## src/rtl/cpu_clk_ctrl.sv

```systemverilog
// cpu_clk_ctrl: debounced single-step / free-run clock generator for a CPU datapath.
// Generates cpu_clk from clk_in with selectable run rates, single steps and halt handling.
module cpu_clk_ctrl #(
    parameter int unsigned DEB_CYCLES = 1000000,
    parameter int unsigned HALF0      = 50000000,
    parameter int unsigned HALF1      = 5000000,
    parameter int unsigned HALF2      = 500000,
    parameter int unsigned HALF3      = 50,
    parameter int unsigned STEP_HI    = 4
) (
    input  logic        clk_in,
    input  logic        RST,
    input  logic        step_btn,
    input  logic        run_sw,
    input  logic [1:0]  speed,
    input  logic        halt_in,
    output logic        cpu_clk,
    output logic        running,
    output logic        halted,
    output logic [31:0] cycle_cnt
);
    localparam logic [31:0] DEB = (DEB_CYCLES == 0) ? 32'd1 : 32'(DEB_CYCLES);
    localparam logic [31:0] H0  = (HALF0 == 0) ? 32'd1 : 32'(HALF0);
    localparam logic [31:0] H1  = (HALF1 == 0) ? 32'd1 : 32'(HALF1);
    localparam logic [31:0] H2  = (HALF2 == 0) ? 32'd1 : 32'(HALF2);
    localparam logic [31:0] H3  = (HALF3 == 0) ? 32'd1 : 32'(HALF3);
    localparam logic [31:0] SHI = (STEP_HI == 0) ? 32'd1 : 32'(STEP_HI);

    typedef enum logic [2:0] {IDLE, STEP_H, STEP_L, RUN, HALTED} state_t;

    logic [1:0]  s1, s2, deb, vld;
    logic [31:0] dcnt [2];
    logic        step_prev, armed, step_ev, run_deb;
    state_t      state, state_n;
    logic [31:0] cnt, cnt_n, half;
    logic        clk_n;

    // bit 0 = step button, bit 1 = run switch
    always_ff @(posedge clk_in or negedge RST) begin
        if (!RST) begin
            s1        <= '0;
            s2        <= '0;
            deb       <= '0;
            vld       <= '0;
            dcnt[0]   <= '0;
            dcnt[1]   <= '0;
            step_prev <= 1'b0;
            armed     <= 1'b0;
        end else begin
            s1        <= {run_sw, step_btn};
            s2        <= s1;
            vld       <= {vld[0], 1'b1};
            step_prev <= deb[0];
            // a button held through reset must be released before it can step again
            armed     <= armed | (vld[1] & ~s2[0]);
            for (int i = 0; i < 2; i++) begin
                if (s2[i] == deb[i])
                    dcnt[i] <= '0;
                else if (dcnt[i] == DEB - 32'd1) begin
                    deb[i]  <= s2[i];
                    dcnt[i] <= '0;
                end else
                    dcnt[i] <= dcnt[i] + 32'd1;
            end
        end
    end

    assign step_ev = deb[0] & ~step_prev & armed;
    assign run_deb = deb[1];

    always_comb begin
        half = (speed == 2'd0) ? H0 : (speed == 2'd1) ? H1 : (speed == 2'd2) ? H2 : H3;
    end

    always_comb begin
        state_n = state;
        cnt_n   = cnt;
        clk_n   = cpu_clk;
        case (state)
            IDLE: begin
                clk_n = 1'b0;
                if (run_deb) begin
                    state_n = RUN;
                    cnt_n   = half - 32'd1;
                end else if (step_ev) begin
                    state_n = STEP_H;
                    clk_n   = 1'b1;
                    cnt_n   = SHI - 32'd1;
                end
            end
            STEP_H: begin
                if (cnt != 0)
                    cnt_n = cnt - 32'd1;
                else begin
                    state_n = STEP_L;
                    clk_n   = 1'b0;
                    cnt_n   = SHI - 32'd1;
                end
            end
            STEP_L: begin
                if (cnt != 0)
                    cnt_n = cnt - 32'd1;
                else
                    state_n = halt_in ? HALTED : IDLE;
            end
            // halt and run_sw are honoured only at the end of a low half
            RUN: begin
                if (cnt != 0)
                    cnt_n = cnt - 32'd1;
                else if (cpu_clk) begin
                    clk_n = 1'b0;
                    cnt_n = half - 32'd1;
                end else if (halt_in)
                    state_n = HALTED;
                else if (!run_deb)
                    state_n = IDLE;
                else begin
                    clk_n = 1'b1;
                    cnt_n = half - 32'd1;
                end
            end
            HALTED: begin
                clk_n = 1'b0;
                if (!run_deb && step_ev)
                    state_n = IDLE;
            end
            default: begin
                state_n = IDLE;
                clk_n   = 1'b0;
            end
        endcase
    end

    always_ff @(posedge clk_in or negedge RST) begin
        if (!RST) begin
            state     <= IDLE;
            cnt       <= '0;
            cpu_clk   <= 1'b0;
            running   <= 1'b0;
            halted    <= 1'b0;
            cycle_cnt <= '0;
        end else begin
            state   <= state_n;
            cnt     <= cnt_n;
            cpu_clk <= clk_n;
            running <= (state_n == RUN);
            halted  <= (state_n == HALTED);
            if (clk_n && !cpu_clk && cycle_cnt != '1)
                cycle_cnt <= cycle_cnt + 32'd1;
        end
    end
endmodule

```

## config.mk

```make
export PLATFORM = sky130hd
export DESIGN_NAME = cpu_clk_ctrl
export DESIGN_NICKNAME = d
export VERILOG_FILES = /design/src/rtl/cpu_clk_ctrl.sv
export SDC_FILE = /design/constraint.sdc
export NUM_CORES = 1
export LEC_CHECK = 0
export BUFFER_PORTS_ARGS = -buffer_cell sky130_fd_sc_hd__buf_2
export CORE_ASPECT_RATIO = 0.6
export CORE_MARGIN = 4
export CORE_UTILIZATION = 55
export DETAILED_ROUTE_END_ITERATION = 8
export PLACE_DENSITY = 0.73
export SETUP_SLACK_MARGIN = 0.05
export SLEW_MARGIN = 15
export SYNTH_ARGS = -nofsm -noshare
export SYNTH_HDL_FRONTEND = slang
export SYNTH_SLANG_ARGS = --single-unit
```

## constraint.sdc

```tcl
create_clock -name clk_in -period 4.1 [get_ports clk_in]
set_input_delay 0.205 -clock clk_in [delete_from_list [all_inputs] [get_ports clk_in]]
set_output_delay 0.205 -clock clk_in [all_outputs]
set_load 0.05 [all_outputs]
```

==> out/metrics.cfg, run 1 <==
[status]
status = complete, no violations

[power_and_ir_drop]
finalPower_mw = 3.00
p_leak_nw = 3.50
peakVddDrop_v = 0.000249
power.density_nw_per_um2 = 343

[timing]
setup_viol = 0
final.setup.tns_ps = 0
drv_slew = 0
worst_slew_pin_slew_ps = 900
period_minus_slack_ps = 2880
slew_headroom_pct = 40.0
post-route-period-util_pct = 70.2
skew_ps = 9.83
fmax_mhz = 348
hold_violations = 0
grt_setup_unrepaired = no

[route]
via_count = 6462
wl_per_cell_um = 17.3
via_per_inst = 6.06
ant_nets = 0
post-route-drc-count = 0
drtPass1Iterations = 7
drt_iter0_markers = 849
totalWireLength_um = 18400

[layout]
nets = 881
final_common_cell = dfrtp_1
final_cell_mix = dfrtp_1 (144), nor2_1 (121), nand2_1 (65)
final_cell_area_um2 = 8750
area_delta_synth_final_pct = 11.7
fillers = 1148
layout-drive-gt1-share_pct = 12.2
final_util_pct = 63.5
diodes = 0

[clock_tree]
cts_max_path_buffers = 2
cts_tree = done
cts_setup_buffers = 0
cts_hold_buffers = 3
cts-buffers-inserted = 17
cts_root_buf = clkbuf_16
clock_sinks = 144
path_clk_slew_ps = 60
cts-htree-levels = 4
clk_latency_ps = 420
cts_resized = 0

[placement]
dpl.hpwl_um = 12600
gp_congestion = 0.928
placed_cell_area_um2 = 8170
io_buffers = 41

[logic_synthesis]
netlist_area_um2 = 7830
synth.area.top_cells = dfrtp_1 (46%), nor2_1 (5.8%), xnor2_1 (5.6%)
ys_seq_area_share_pct = 46.0
yosysWarnings = 0
synth.distinct_cells = 72
synth.ff_latch_count = 144
yosysTopAreaCell = dfrtp_1
synthArstFlopShare_pct = 100
synth_area_per_cell_um2 = 9.45
synth_nets = 849
yosys.area.top_type_share_pct = 46.0
syn_inst = 829
ys.flop_type = dfrtp_1
synth-edff-count = 0

[die]
start_util_pct = 56.8
die_x_um = 162
ios = 42
core_um2 = 13800
rows = 33
die_area_um2 = 16300
die_y_um = 100

[setup_path]
critPathRequiredTime_ps = 4440
timing.critical_path.buf_inv = 0
max_stage_delay_ps = 790
critPathLaunchType = flip-flop
slowest_stage = dfrtp_1
path_max_fanout = 24
cp-end-kind = flip-flop
crit_family = simple AND/OR/NAND/NOR gates
path_class = reg2reg
arrival_ps = 3210
crit_chain = nand3b_1 > or3_1 > o32a_4 > or4_4 > nor3_2 > xor2_1

[global_routing]
grt_pass1_wl_um = 30700
grt_max_degree = 64
track_usage_pct = 23.4
grt_antenna_before_repair = 0
grt_pass1_vias = 6057
grt-ovfl-total = 0

[min_path]
hold_class = in2reg

[job]
drv_cap = 0

worst paths after layout:
path | startpoint | slack, ps | cells past startpoint | endpoint
max | state[0]$_DFF_PN0_ | 1220 | 6 | cycle_cnt[28]$_DFFE_PN0P_
min | halt_in | 90 | 3 | state[2]$_DFF_PN0_
max reg2reg | state[0]$_DFF_PN0_ | 1220 | 6 | cycle_cnt[28]$_DFFE_PN0P_
min reg2reg | s1[0]$_DFF_PN0_ | 350 | 0 | s2[0]$_DFF_PN0_
max in group asynchronous | RST | 2740 | 3 | dcnt[61]$_DFF_PN0_
min in group asynchronous | RST | 350 | 2 | dcnt[42]$_DFF_PN0_
cells by family after synthesis:
family                     Yosys count  synth area share [%]
DFF                                144                  46.0
xor gates and xnor gates            93                  10.4
buffers and inverters               64                  3.27
AOI/OAI and AO/OA                  123                  11.6
other                                1                0.0479
muxes                                3                 0.431
adders and majority gates           13                  2.08
and+or+nand+nor                    388                  26.2
area by class of cell:
class                           count  area (um2)  area share [%]
Inverter                           29         109            1.24
Clock inverter                     12         106            1.22
Multi-Input combinational cell    621        3970            45.4
Tap cell                          192         240            2.75
Sequential cell                   144        3600            41.2
Timing Repair Buffer               48         272            3.10
Clock buffer                       20         447            5.10
worst min-delay path, cell delays in order:
cell and delay (ps):
buf_2 110, nand3_1 70, o21ai_0 70
where the power goes:
group	leakage [nW]	total, mW	switching, mW	internal, mW
Sequential	1.84	1.45	0.0165	1.43
Clock	0.275	1.46	0.612	0.853
Combinational	1.39	0.0861	0.0612	0.0249
registers in the layout (all words and copies together), names as in the netlist, 2 cells and up:
signal     flops
dcnt          64
cnt           32
cycle_cnt     32
state          3
deb            2
s1             2
s2             2
vld            2
synthesized netlist by cell type (all sizes together), types with 4 or more instances:
| cell type | count |
|---|---|
| or2 | 7 |
| nand4 | 12 |
| and4 | 12 |
| o21ai | 16 |
| dfrtp | 144 |
| nor4b | 6 |
| nand3 | 37 |
| a21oi | 28 |
| nor3 | 43 |
| a21o | 7 |
| a221oi | 7 |
| or4 | 5 |
| ha | 13 |
| xor2 | 43 |
| nand2b | 4 |
| nand2 | 65 |
| a31oi | 8 |
| buf | 9 |
| and3 | 14 |
| nor4 | 41 |
| inv | 29 |
| a22o | 4 |
| o2bb2ai | 5 |
| clkbuf | 26 |
| nor2 | 122 |
| o32a | 6 |
| xnor2 | 50 |
| o22a | 6 |
| or3 | 6 |
| a22oi | 7 |
per-stage QoR:
step	worst slack [ps]	hold WS [ps]	std cells
2_1_floorplan	1620	-90.6	829
4_1_cts	1280	74.5	1066
3_3_place_gp	1440	236	1031
5_1_grt	1050	122	1066
6_report	1220	91.7	1066
3_5_place_dp	1300	238	1031
metal layers:
layer	vias to the layer above	part of all wire (%)	GRT usage [%]
met5	-	0	0
met3	30	6.8	4.68
li1	3023	-	-
met2	238	43	33.9
met4	0	1.3	6.24
met1	3171	49	35.9
No activity file was read; power rests on OpenSTA's default activity.
==> run 2: changes to the inputs <==
==> constraint.sdc (replaced) <==
create_clock -name clk_in -period 3 [get_ports clk_in]
set_input_delay 0.15 -clock clk_in [delete_from_list [all_inputs] [get_ports clk_in]]
set_output_delay 0.15 -clock clk_in [all_outputs]
set_load 0.05 [all_outputs]
==> out/metrics.cfg, run 2 (synthesized netlist as in run 1, its figures left out) <==
[setup_path]
cp-end-kind = flip-flop
critPathLaunchType = flip-flop
path_class = reg2reg
max_stage_delay_ps = 550
critPathRequiredTime_ps = 3300
path_max_fanout = 15
crit_chain = nor4_4 > nand4_2 > or2_1 > a22oi_2 > a31oi_1 > o32a_1
slowest_stage = a22oi_2
arrival_ps = 3130

[layout]
nets = 892
regMostFlops = dcnt
final_common_cell = dfrtp_1
area_delta_synth_final_pct = 14.3
final_cell_mix = dfrtp_1 (144), nor2_1 (121), nand2_1 (65)
diodes = 0
layout-drive-gt1-share_pct = 13.3
top_regs = dcnt (64), cnt (32), cycle_cnt (32)
final_cells = 1077
largest_reg_flops = 64

[clock_tree]
cts_tree = done
cts_max_path_buffers = 2
clock_sinks = 144
cts-buffers-inserted = 17
cts_root_buf = clkbuf_16
clk_latency_ps = 420
path_clk_slew_ps = 60
cts-htree-levels = 4

[global_routing]
grt_antenna_before_repair = 0
track_usage_pct = 23.8
grt_max_degree = 83
grt_pass1_vias = 6294
grt_pass1_wl_um = 31600
grt-ovfl-total = 0

[timing]
hold_violations = 0
drv_slew = 0
period_minus_slack_ps = 2840
worst_slew_pin_slew_ps = 1040
slew_headroom_pct = 29.8
skew_ps = 13.3
setup_ws_ps = 164
post-route-period-util_pct = 94.5
fmax_mhz = 353
setup_viol = 0
final.setup.tns_ps = 0
fin_hold_ws_ps = 53.1
grt_setup_unrepaired = yes

[power_and_ir_drop]
power.density_nw_per_um2 = 499
finalPower_mw = 4.47
p_leak_nw = 3.60
peakVddDrop_v = 0.000318

[job]
drv_cap = 0

[route]
via_per_inst = 6.09
drtPass1Iterations = 8
totalWireLength_um = 18800
wl_per_cell_um = 17.4
post-route-drc-count = 0
via_count = 6555
ant_nets = 0
drt_iter0_markers = 706

[die]
rows = 33
die_y_um = 100
start_util_pct = 56.8
ios = 42
die_area_um2 = 16300
die_x_um = 162
core_um2 = 13800

[status]
status = complete, no violations

[placement]
gp_congestion = 0.965
place_inst = 1042
io_buffers = 41
pre_cts_ws_ps = 14.8
dpl.hpwl_um = 13000

[min_path]
hold_class = in2reg

[run 2: area by class of cell]
cell class / count / area, um2
Clock buffer: 21 / 460
Inverter: 29 / 109
Sequential cell: 144 / 3600
Fill cell: 1098 / 4840
Tap cell: 192 / 240
Multi-Input combinational cell: 621 / 3990
Clock inverter: 11 / 201
Timing Repair Buffer: 59 / 354
[run 2: repair_timing]
action / in CTS / in global routing
hold buffers: 3 / 0
buffers inserted: 0 / 0
endpoints found under the setup margin: 6 / 14
cloned: 0 / 0
gates resized for setup: 1 / 1
hold endpoints to repair: 81 / 0
[run 2: layer usage]
metal	wire, um	vias to the layer above	share of wire (%)	track usage, %
met5	0	-	0	0
li1	-	3046	-	-
met2	8000	295	43	34.3
met3	1860	33	9.9	6.52
met4	294	0	1.6	6.43
met1	8600	3181	46	35.6
[run 2: final timing paths]
path                                         start                   to  slack [ps]  cells after the start
worst max-delay path            cnt[8]$_DFFE_PN0P_  cnt[10]$_DFFE_PN0P_         160                      6
worst min-delay path                       halt_in   state[2]$_DFF_PN0_          50                      3
worst max register to register  cnt[8]$_DFFE_PN0P_  cnt[10]$_DFFE_PN0P_         160                      6
worst min register to register     s1[0]$_DFF_PN0_      s2[0]$_DFF_PN0_         350                      0
max in group asynchronous                      RST  cnt[29]$_DFFE_PN0P_        1820                      3
min in group asynchronous                      RST   dcnt[43]$_DFF_PN0_         310                      2
[run 2: through the flow]
| step | utilization (%) | cell area (um2) |
|---|---|---|
| final | 64.9 | 8950 |
| after global routing | 64.9 | 8950 |
| after CTS | 64.9 | 8950 |
| after detailed placement | 59.8 | 8250 |
| after global placement | 59.8 | 8250 |
| after floorplan | - | 7830 |
[run 2: where the power goes]
part / leakage (nW) / switching [mW] / internal, mW
combinational: 1.45 / 0.0850 / 0.0362
clock: 0.318 / 0.837 / 1.53
sequential: 1.84 / 0.0219 / 1.96
total: 3.60 / 0.944 / 3.53
[run 2: critical path, delay by kind of cell, from the launching register on]
family | cells | cell delay (ps)
DFF | 1 | 500
and+or+nand+nor | 3 | 1250
AOI/OAI and AO/OA | 3 | 980
